$ cat src/rtl/dds_phase_accumulator_if.sv
// dds_phase_accumulator_if: FTW valid/ready handshake for the DDS phase accumulator.
interface dds_phase_accumulator_if #(parameter int ACC_WIDTH = 24);
   logic                 valid;
   logic                 ready;
   logic                 mode;
   logic [ACC_WIDTH-1:0] data;
   modport master (output valid, data, mode, input ready);
   modport slave  (input valid, data, mode, output ready);
endinterface

$ cat src/rtl/dds_phase_accumulator.sv
// dds_phase_accumulator: FTW accumulator with immediate or wrap-aligned tuning updates,
// producing a registered, offset lookup address for the sine table.
module dds_phase_accumulator #(
   parameter int ACC_WIDTH  = 24,
   parameter int ADDR_WIDTH = 8
) (
   input  logic                  clk,
   input  logic                  rst_n,
   input  logic                  enable,
   input  logic                  phase_clear,
   input  logic [ADDR_WIDTH-1:0] phase_offset,
   dds_phase_accumulator_if.slave ftw,
   output logic [ADDR_WIDTH-1:0] address,
   output logic                  addr_valid,
   output logic                  wrap
);
   typedef enum logic {RUN, PENDING} state_t;
   state_t               state, state_next;
   logic [ACC_WIDTH-1:0] acc, acc_next, ftw_active, active_next, ftw_shadow, shadow_next;
   logic [ACC_WIDTH:0]   sum;
   logic                 carry, accept, apply;
   assign ftw.ready = (state == RUN);
   always_comb begin
      sum         = {1'b0, acc} + {1'b0, ftw_active};
      carry       = enable && sum[ACC_WIDTH];
      accept      = ftw.valid && (state == RUN);
      apply       = (state == PENDING) && (carry || phase_clear);
      state_next  = apply ? RUN : (accept && ftw.mode) ? PENDING : state;
      active_next = apply ? ftw_shadow : (accept && !ftw.mode) ? ftw.data : ftw_active;
      shadow_next = (accept && ftw.mode) ? ftw.data : ftw_shadow;
      acc_next    = phase_clear ? '0 : enable ? sum[ACC_WIDTH-1:0] : acc;
   end
   always_ff @(posedge clk or negedge rst_n) begin
      if (!rst_n) state <= RUN;
      else        state <= state_next;
   end
   // Address uses the pre-edge accumulator, giving one cycle of acc-to-address latency.
   always_ff @(posedge clk or negedge rst_n) begin
      if (!rst_n) begin
         acc        <= '0;
         ftw_active <= '0;
         ftw_shadow <= '0;
         address    <= '0;
         addr_valid <= 1'b0;
         wrap       <= 1'b0;
      end else begin
         acc        <= acc_next;
         ftw_active <= active_next;
         ftw_shadow <= shadow_next;
         address    <= acc[ACC_WIDTH-1 -: ADDR_WIDTH] + phase_offset;
         addr_valid <= enable;
         wrap       <= carry && !phase_clear;
      end
   end
endmodule

$ cat src/flat_wrapper.sv
// flat-port wrapper written by rule: the top's interface ports become plain ports
module dds_phase_accumulator_flat 
#(
   parameter int ACC_WIDTH  = 24,
   parameter int ADDR_WIDTH = 8
)
  (clk, rst_n, enable, phase_clear, phase_offset, address, addr_valid, wrap, ftw_valid, ftw_data, ftw_mode, ftw_ready);
  dds_phase_accumulator_if #(.ACC_WIDTH(ACC_WIDTH)) ftw_i ();
  input  logic clk;
  input  logic rst_n;
  input  logic enable;
  input  logic phase_clear;
  input  logic [ADDR_WIDTH-1:0] phase_offset;
  output logic [ADDR_WIDTH-1:0] address;
  output logic addr_valid;
  output logic wrap;
  input wire logic [$bits(ftw_i.valid)-1:0] ftw_valid;
  input wire logic [$bits(ftw_i.data)-1:0] ftw_data;
  input wire logic [$bits(ftw_i.mode)-1:0] ftw_mode;
  output wire logic [$bits(ftw_i.ready)-1:0] ftw_ready;
  assign ftw_i.valid = ftw_valid;
  assign ftw_i.data = ftw_data;
  assign ftw_i.mode = ftw_mode;
  assign ftw_ready = ftw_i.ready;
  dds_phase_accumulator #(.ACC_WIDTH(ACC_WIDTH), .ADDR_WIDTH(ADDR_WIDTH)) u_core (.clk(clk), .rst_n(rst_n), .enable(enable), .phase_clear(phase_clear), .phase_offset(phase_offset), .ftw(ftw_i), .address(address), .addr_valid(addr_valid), .wrap(wrap));
endmodule
$ cat config.mk
export PLATFORM = sky130hd
export DESIGN_NAME = dds_phase_accumulator_flat
export DESIGN_NICKNAME = d
export VERILOG_FILES = /design/src/rtl/dds_phase_accumulator_if.sv /design/src/rtl/dds_phase_accumulator.sv /design/src/flat_wrapper.sv
export SDC_FILE = /design/constraint.sdc
export NUM_CORES = 1
export LEC_CHECK = 0
export BUFFER_PORTS_ARGS = -buffer_cell sky130_fd_sc_hd__buf_2
export CORE_MARGIN = 5
export CORE_UTILIZATION = 54
export DETAILED_ROUTE_END_ITERATION = 12
export GPL_TIMING_DRIVEN = 0
export HOLD_SLACK_MARGIN = 0.15
export MAX_ROUTING_LAYER = met4
export PLACE_DENSITY = 0.76
export SLEW_MARGIN = 40
export SYNTH_ARGS = -nofsm -noshare
export SYNTH_HDL_FRONTEND = slang
export SYNTH_SLANG_ARGS = --single-unit
$ cat constraint.sdc
create_clock -name clk -period 2.7 [get_ports clk]
set_input_delay 0.135 -clock clk [delete_from_list [all_inputs] [get_ports clk]]
set_output_delay 0.135 -clock clk [all_outputs]
set_load 0.05 [all_outputs]
==> flow_metrics.tcl <==
set metrics [dict create \
    setup_slack_ns -0.103 \
    dieHeight_um 106 \
    die_area_um2 11100 \
    cts_num_sinks 83 \
    nets 624 \
    hold_class "input pin to asynchronous set/reset pin" \
    p_int_mw 4.23 \
    max_stage_delay_ns 0.39 \
    wl_um 12200 \
    cp_top_family "compound AO/OA/AOI/OAI gates" \
    cts_tree "built" \
    final.min_clock_period_ns 2.80 \
    antenna_found_initial 0 \
    rsz0062_at_grt "yes" \
    worst_setup_path_end_kind "register" \
    route.detailed.drc 0 \
    routed_via_density 5.97 \
    drt_iter0_markers 215 \
    ys_ff_latch 83 \
    routed.top_layer "met4" \
    grt_pass1_vias 3995 \
    p_total_mw 7.28 \
    post_drt_wl_per_cell_um 18.2 \
    drive_gt1_share_pct 32.4 \
    switching_share_pct 41.9 \
    place_congestion 0.916 \
    n_antenna_cell 0 \
    num-fill-cells 658 \
    ioPinCount 49 \
    yosysWarningCount 0 \
    violations "setup timing" \
    synth_area_um2 4930 \
    grt_pass1_wl_um 19500 \
    multi_input_comb_area_um2 2870 \
    overflow 0 \
    powerDensity_nw_per_um2 1180 \
    cp_num_buf_inv 3 \
    synth_top_area_share_pct 42.1 \
    clk_pin_slew_ns 0.10 \
    p_switching_mw 3.05 \
    worstSkewPairLatency_ns 0.37 \
    max_freq_ghz 0.357 \
    ir_drop_uv 624 \
    cp_slowest_cell "dfrtp_1" \
    relSlewSlack_pct 50.7 \
    netlist_instances 443 \
    clock_path_buffers 2 \
    fin_skew_ns 0.0157 \
    hold_viol 0 \
    seqPwrFrac_pct 30.4 \
    port_buffers 48 \
    fp.coreArea_um2 8810 \
    dpl.hpwl_um 8340 \
    syn_to_final_growth_pct 25.3 \
    drtAntennaViolNets 0 \
    fin_crit_sh_pct 104 \
    grt_max_degree 53 \
    crit_required_ns 2.95 \
    setup_viol 19 \
    cts_root_buf "clkbuf_8" \
    synth_nets 514 \
    power_frac_comb_pct 57.7 \
    fp-row-count 34 \
    cp-start-kind "register" \
    path_class "register to register" \
    wl_met3_um 449 \
    cp.arrival_ns 3.05 \
    ys_seq_area_share_pct 42.1 \
    yosysUniqueCellTypes 62 \
    path_max_fanout 6 \
    synth_area_leaders "dfrtp_1 (42%), mux2_2 (14%), ha_1 (7.9%), mux2_4 (3.0%), a21oi_1 (2.5%)" \
    drt-met1-wl_um 5450 \
    clockPowerShare_pct 11.9 \
    synth_edf_count 0 \
    tns_ns -1.62 \
    r2r_cells 12 \
    numCtsBuffers 9 \
    cp.depth 12 \
    maxCapViolations 0 \
    vias 3978 \
    drv_slew 0 \
    synthArstFlopShare_pct 100 \
    worstPathCellList "ha_2, inv_2, fa_2, nor2b_4, o31a_1, o41ai_4, nor3_2, o21a_2, o221ai_4, buf_12, buf_8, mux2_4" \
    outcome "finished with violations" \
    register_area_um2 2080 \
    grtUsageTotal_pct 22.5 \
    start_util_pct 56.0 \
    synth_top_cell_by_area "dfrtp_1" \
    r2r_setup_slack_ns -0.10 \
    worst_pin_slew_ns 0.737 \
    die_x_um 106 \
    wl_met2_um 5970 \
    yosys_most_used_dff "dfrtp_1" \
    p_leak_nw 2.89 \
    synth.avg_cell_area_um2 11.1 \
    htreeDepth 3 \
    first_pass_iters 5 \
]
cell usage after synthesis, drive strengths merged (4+ instances only):
master	instances
nor3	9
o21a	9
a211o	4
nand3	7
nor2b	6
mux2	71
ha	31
or3	7
o211ai	7
a211oi	5
dfrtp	83
nor2	18
o21ai	19
xnor2	12
mux2i	4
inv	17
nand2	27
clkbuf	11
a21oi	25
a21o	11
through the flow:
| stage | hold slack (ns) | setup WS (ns) | cells | util (%) | area [um2] |
|---|---|---|---|---|---|
| 3_3_place_gp | 0.314 | -0.367 | 599 | 60.3 | 5310 |
| 5_1_grt | 0.208 | -0.161 | 666 | 70.1 | 6180 |
| 3_5_place_dp | 0.0421 | -0.445 | 600 | 60.7 | 5350 |
| 2_1_floorplan | -0.161 | 0.0119 | 443 | - | 4930 |
| 6_report | 0.187 | -0.103 | 666 | 70.1 | 6180 |
| 4_1_cts | 0.189 | -0.222 | 663 | 68.9 | 6070 |
worst register-to-register path, cell delays in order (launching register included):
cell	delay [ns]
dfrtp_1	0.39
ha_2	0.19
inv_2	0.05
fa_2	0.23
nor2b_4	0.05
o31a_1	0.29
o41ai_4	0.33
nor3_2	0.10
o21a_2	0.24
o221ai_4	0.20
buf_12	0.18
buf_8	0.13
mux2_4	0.30
registers in the layout (all words and copies together) (netlist names):
signal	flops
u_core.acc	24
u_core.ftw_active	24
u_core.ftw_shadow	24
u_core.address	8
u_core.addr_valid	1
u_core.state	1
u_core.wrap	1
cell type report:
type                       count  area share [%]
sequential                    83            33.6
tap                          108            2.19
multi-input combinational    329            46.4
clock buffer                   9            2.01
timing repair buffer          99            12.5
inverter                      18            1.09
buffer                        13            1.24
clock inverter                 7           0.952
logic make-up (layout without fill, tap and decap cells):
family                   count (synthesis)  after routing  synth area share [%]
XOR/XNOR                                14             14                  2.49
buffers and inverters                   31            146                  2.74
multiplexers                            75             75                  17.8
flip-flops                              83             83                  42.1
adder cells (fa/ha/maj)                 33             33                  8.68
AO/OA/AOI/OAI                          115            115                  16.6
AND/OR/NAND/NOR                         92             92                  9.57
power by group through the flow:
stage                     Combinational [mW]  Clock, mW  Sequential (mW)
after floorplan                         2.75          0             2.31
after global routing                    4.59      0.938             2.27
after global placement                  3.52          0             2.17
after CTS                               3.97      0.874             2.19
after detailed placement                3.67          0             2.21
final                                   4.20      0.867             2.21
cells in the final DEF, fill, tap and decap left out, types with 4 or more instances in the layout:
cell type      netlist  final
xnor2_1             12     12
nor2_1              18     18
mux2_4              10     24
o211ai_1             7      7
inv_1               17     16
buf_2                0     47
dlygate4sd3_1        0     33
buf_4                0     13
clkbuf_1            11     11
dfrtp_1             83     83
a21oi_1             25     23
nand2_1             27     27
a211oi_1             5      5
nand3_1              7      6
ha_1                31     28
nor2b_1              5      5
or3_1                4      4
a21o_1              11     11
mux2_2              61     47
o21ai_0             19     18
clkbuf_8             0      9
mux2i_1              4      4
nor3_1               9      6
o21a_1               9      8
final timing paths:
check                                              to             startpoint
worst min-delay path            u_core.ftw_active[22]                  rst_n
min in group clk                    u_core.address[1]        phase_offset[1]
worst max register to register  u_core.ftw_active[13]          u_core.acc[0]
max in group asynchronous        u_core.ftw_active[8]                  rst_n
worst max-delay path            u_core.ftw_active[13]          u_core.acc[0]
worst min register to register  u_core.ftw_active[12]  u_core.ftw_shadow[12]
layer usage:
layer / global-route usage (%) / vias to the layer above
met3: 4.46 / 30
met4: 7.03 / 0
met1: 29.0 / 1984
met5: - / -
li1: - / 1873
met2: 36.0 / 91
timing repair:
item / 4_1_cts / 5_1_grt
pin swaps: 7 / 9
hold buffers: 33 / 0
cloned: 2 / 0
setup buffers: 12 / 5
resized for setup: 21 / 20
setup endpoints to repair: 25 / 32
endpoints found under the hold margin: 130 / 0
(Power assumes the default switching activity.)
